## config.mk

```make
export PLATFORM = sky130hd
export DESIGN_NAME = rr_mux_8to1
export DESIGN_NICKNAME = d
export VERILOG_FILES = /design/src/rtl/rr_mux_pkg.sv /design/src/rtl/rr_arbiter_8.sv /design/src/rtl/rr_mux_8to1.sv
export SDC_FILE = /design/constraint.sdc
export NUM_CORES = 1
export LEC_CHECK = 0
export ABC_CLOCK_PERIOD_IN_PS = 12200
export CAP_MARGIN = 20
export CELL_PAD_IN_SITES_DETAIL_PLACEMENT = 1
export CELL_PAD_IN_SITES_GLOBAL_PLACEMENT = 1
export CORE_MARGIN = 5
export CORE_UTILIZATION = 45
export CTS_BUF_LIST = sky130_fd_sc_hd__clkbuf_4 sky130_fd_sc_hd__clkbuf_8
export DETAILED_ROUTE_END_ITERATION = 16
export GPL_TIMING_DRIVEN = 0
export PLACE_DENSITY_LB_ADDON = 0.1
export SLEW_MARGIN = 20
export SYNTH_ARGS = -nofsm -noshare
export SYNTH_HDL_FRONTEND = slang
export SYNTH_SLANG_ARGS = --single-unit
```

## constraint.sdc

```tcl
create_clock -name clk -period 12.2 [get_ports clk]
set_clock_uncertainty 0.2 [all_clocks]
set_input_delay 2.44 -clock clk [delete_from_list [all_inputs] [get_ports clk]]
set_output_delay 2.44 -clock clk [all_outputs]
set_load 0.02 [all_outputs]
```

## src/rtl/rr_mux_pkg.sv

```systemverilog
// Shared types and constants for the eight-channel round-robin multiplexer.
// Consumed by rr_arbiter_8 and rr_mux_8to1.
package rr_mux_pkg;
  localparam int N_CH  = 8;
  localparam int SEL_W = 3;

  typedef logic [SEL_W-1:0] sel_t;
  typedef logic [N_CH-1:0]  chmask_t;

  // Pointer value after reset, so that the first scan starts at channel 0
  localparam sel_t PTR_RST = sel_t'(N_CH - 1);

  function automatic chmask_t onehot(input sel_t idx);
    return chmask_t'(1) << idx;
  endfunction
endpackage

```

## src/rtl/rr_arbiter_8.sv

```systemverilog
// Combinational round-robin picker: grants the first requester after ptr,
// wrapping 7->0, with ptr itself scanned last.
module rr_arbiter_8
  import rr_mux_pkg::*;
(
  input  chmask_t req,
  input  sel_t    ptr,
  output logic    gnt_v,
  output sel_t    gnt_idx
);

  sel_t w_idx;

  // Scan from the farthest offset down so the nearest requester wins last
  always_comb begin
    gnt_v   = 1'b0;
    gnt_idx = '0;
    w_idx   = '0;
    for (int k = N_CH; k >= 1; k--) begin
      w_idx = ptr + sel_t'(k);
      if (req[w_idx]) begin
        gnt_v   = 1'b1;
        gnt_idx = w_idx;
      end
    end
  end

endmodule

```

## src/rtl/rr_mux_8to1.sv

```systemverilog
// Eight-channel round-robin serialiser with one holding register per channel.
// Optional transfer counter on xfer_count when RR_MUX_STATS_EN is defined.
module rr_mux_8to1 #(
  parameter int DW   = 1,
  parameter int N_CH = 8
) (
  input  logic                  clk,
  input  logic                  rst_n,
  input  logic [N_CH-1:0]       in_valid,
  input  logic [N_CH*DW-1:0]    in_data,
  output logic [N_CH-1:0]       in_ready,
  output logic                  out_valid,
  input  logic                  out_ready,
  output logic [DW-1:0]         out_data,
  output rr_mux_pkg::sel_t      out_sel
`ifdef RR_MUX_STATS_EN
  ,
  output logic [15:0]           xfer_count
`endif
);

  import rr_mux_pkg::*;

  chmask_t       r_hold_v;
  logic [DW-1:0] r_hold_d [N_CH];
  sel_t          r_ptr;
  logic          r_out_valid;
  logic [DW-1:0] r_out_data;
  sel_t          r_out_sel;

  logic    w_gnt_v;
  sel_t    w_gnt_idx;
  logic    w_load;
  chmask_t w_accept;
  chmask_t w_clr;

  rr_arbiter_8 u_arb (
    .req     (r_hold_v),
    .ptr     (r_ptr),
    .gnt_v   (w_gnt_v),
    .gnt_idx (w_gnt_idx)
  );

  // A held channel is never ready, so accept and grant never hit the same channel
  assign w_accept = in_valid & ~r_hold_v;
  assign w_load   = w_gnt_v && (!r_out_valid || out_ready);
  assign w_clr    = w_load ? onehot(w_gnt_idx) : '0;

  always_ff @(posedge clk or negedge rst_n) begin
    if (!rst_n) r_hold_v <= '0;
    else        r_hold_v <= (r_hold_v | w_accept) & ~w_clr;
  end

  always_ff @(posedge clk) begin
    for (int i = 0; i < N_CH; i++) begin
      if (w_accept[i]) r_hold_d[i] <= in_data[i*DW +: DW];
    end
  end

  always_ff @(posedge clk or negedge rst_n) begin
    if (!rst_n) begin
      r_out_valid <= 1'b0;
      r_out_data  <= '0;
      r_out_sel   <= '0;
      r_ptr       <= PTR_RST;
    end else if (w_load) begin
      r_out_valid <= 1'b1;
      r_out_data  <= r_hold_d[w_gnt_idx];
      r_out_sel   <= w_gnt_idx;
      r_ptr       <= w_gnt_idx;
    end else if (r_out_valid && out_ready) begin
      r_out_valid <= 1'b0;
    end
  end

`ifdef RR_MUX_STATS_EN
  logic [15:0] r_xfer_count;

  always_ff @(posedge clk or negedge rst_n) begin
    if (!rst_n) r_xfer_count <= '0;
    else if (r_out_valid && out_ready && r_xfer_count != 16'hFFFF)
      r_xfer_count <= r_xfer_count + 16'd1;
  end

  assign xfer_count = r_xfer_count;
`endif

  assign in_ready  = ~r_hold_v;
  assign out_valid = r_out_valid;
  assign out_data  = r_out_data;
  assign out_sel   = r_out_sel;

endmodule
```

==> out/metrics.cfg <==
[setup_path]
critPathSlowestCell = mux4_2
worst-path-buf-inv = 5
endpoint_kind = flop
path_cells = buf_6 > buf_12 > clkbuf_1 > inv_1 > ha_1 > buf_2 > mux4_2 > a22oi_1 > nand2_1 > o21ai_1 > a31oi_1 > o32ai_2 > mux4_2 > o21ai_2
r2r_start = r_ptr[0]
crit_top_cell = mux4_2
critPathTopFamily = multiplexers
cpPeakStageDelay_ns = 0.65
crit_path_start = r_ptr[0]
critPathKind = flop to flop
path_max_fanout = 10
start_kind = flop
arrival_ns = 4.79
required_ns = 12.20

[synthesis]
synth_top_area_share_pct = 15.6
syn_inst = 214
synth_edf_count = 8
synth_seq_area_share_pct = 30.9
syn-num-nets = 235
synthArstFlopShare_pct = 66.7
synth_top_area_cell = dfrtp_1
ys_types = 52
synth_seq_cells = 24
yosysWarnings = 0
netlist_area_um2 = 2090
synth.area.top_cells = dfrtp_1 16%, mux4_2 13%, edfxtp_1 12%
ys.flop_type = dfrtp_1
syn-mean-instance-area_um2 = 9.75

[sta]
rsz0062_at_grt = no
fin_crit_sh_pct = 39.2
fin_setup_tns_ns = 0
fin_hold_ws_ns = 0.292
hold_viol = 0
finalMaxSlewViolations = 0
finalSetupViolCount = 0
worst_pin_slew_ns = 0.902
period_minus_slack_ns = 4.79
fmax_mhz = 209
relSlewSlack_pct = 39.3

[clock_tree]
postCtsHoldBufs = 0
clockBufferDepth = 2
clock_sinks = 24
clockRootBuffer = clkbuf_8
clock_latency_ns = 0.27
cts_resized = 0
cts_inserted_buffers = 3
htreeDepth = 1
clkTransAtPathRegs_ns = 0.09
postCtsSetupRepairBufs = 0
cts_tree = yes

[final_layout]
design_area_um2 = 2540
final_nets = 271
drive_above_1_share_pct = 16.1
syn_to_final_growth_pct = 21.8
antenna_cells = 0

[power_and_ir_drop]
irDropWorstVdd_uv = 173
powerDensity_nw_per_um2 = 313
leakage_nw = 0.936

[die]
core-area_um2 = 4410
boundaryPins = 32
die_h_um = 78.1
start_util_pct = 47.3
dieArea_um2 = 6100
rows = 24
die_w_um = 78.1

[outcome]
outcome = finished, final reports clean

[detailed_routing]
drc_errors = 0
drt-initial-drc-count = 130
viasPerCell = 6.50
routed_wl_mm = 6.65
drt_pass1_iterations = 4
vias = 1955
ant_nets = 0
wire_per_inst_um = 22.1

[grt]
grt_util_all_layers_pct = 22.7
grt_max_degree = 17
grt_pass1_wl_mm = 11.2
gr-total-overflow = 0
grt_pass1_vias = 2121
antenna_found_initial = 0

[min_path]
hp-class = flop to flop
min_from = out_data

[place]
dp_hpwl_mm = 5.16
placed_area_um2 = 2470
gp_congestion = 0.803
port_buffers = 31

[run]
max_cap_viol_count = 0

-- final timing paths --
path                                to  cells past startpoint  slack (ns)
setup / recovery              out_data                     14        7.41
min in group asynchronous  r_hold_v[5]                      1        2.39
setup reg to reg              out_data                     14        7.41
hold / removal                out_data                      2        0.29
hold reg to reg               out_data                      2        0.29
max in group asynchronous  r_hold_v[2]                      1        8.97
-- power breakdown --
group | internal (mW) | switching, mW | leakage (nW)
Combinational | 0.238 | 0.356 | 0.664
Clock | 0.0439 | 0.0259 | 0.0357
Sequential | 0.109 | 0.0234 | 0.236
-- state kept, by name (all words and copies together) (netlist names) --
signal,flops
out_valid,1
r_hold_d,8
r_hold_v,8
out_sel,3
r_ptr,3
out_data,1
-- synth_stat cells (4+ instances only) --
library cell / count
nor2_1: 21
mux4_2: 12
edfxtp_1: 8
a32oi_1: 5
mux2_2: 7
nor2b_1: 15
dfrtp_1: 13
o21ai_0: 13
nand2_1: 20
o311ai_0: 4
inv_1: 14
nor3_1: 9
a31oi_1: 5
o32a_1: 5
mux2i_1: 8
o211ai_1: 5
-- layout make-up --
cell class	instances	area (um^2)
buffer	7	52.6
multi-input combinational	169	1350
inverter	14	52.6
fill	496	1870
clock buffer	3	41.3
clock inverter	1	30.0
timing repair buffer	31	310
sequential	24	644
tap	52	65.1
-- logic make-up (layout without fill, tap and decap cells) --
family                     count (synthesis)  in the layout  synth area share, %
and+or+nand+nor                           78             78                 18.4
AOI/OAI and AO/OA                         59             59                 22.3
muxes                                     27             27                 20.6
DFF                                       24             24                 30.9
buffers and inverters                     21             56                 5.04
xor gates and xnor gates                   3              3                 1.62
adders and majority gates                  2              2                 1.20
-- layout by cell type (no fill, tap or decap), types with 9 or more instances in the layout --
cell type / Yosys / layout
nor2_1: 21 / 21
clkdlybuf4s50_1: 0 / 31
nor2b_1: 15 / 15
nand2_1: 20 / 20
dfrtp_1: 13 / 13
o21ai_0: 13 / 13
mux4_2: 12 / 12
inv_1: 14 / 14
nor3_1: 9 / 9
-- metal layers --
metal | global-route usage, % | wire, um | up-vias
met1 | 28.0 | 2730 | 987
met4 | 6.42 | 92 | 0
met5 | 0 | 0 | -
met3 | 2.86 | 296 | 8
li1 | - | - | 898
met2 | 41.1 | 3530 | 62
-- worst reg2reg max path: cells and delay by family, from the launching register on --
| family | cells | cell delay, ns |
|---|---|---|
| compound gates | 5 | 1.19 |
| fa+ha+maj | 1 | 0.36 |
| buf+inv | 5 | 1.09 |
| flops | 1 | 0.55 |
| mux | 2 | 1.25 |
| simple gates | 1 | 0.08 |
-- through the flow --
stage                     setup slack [ns]  total power [mW]  cells  util, %
after floorplan                       8.14             0.548    214        -
after global placement                7.13             0.694    297     55.8
after detailed placement              7.50             0.717    297     56.0
after CTS                             7.44             0.792    301     57.6
after global routing                  7.22             0.853    301     57.6
final                                 7.41             0.796    301     57.6
Power figures use the tool's default switching activity.
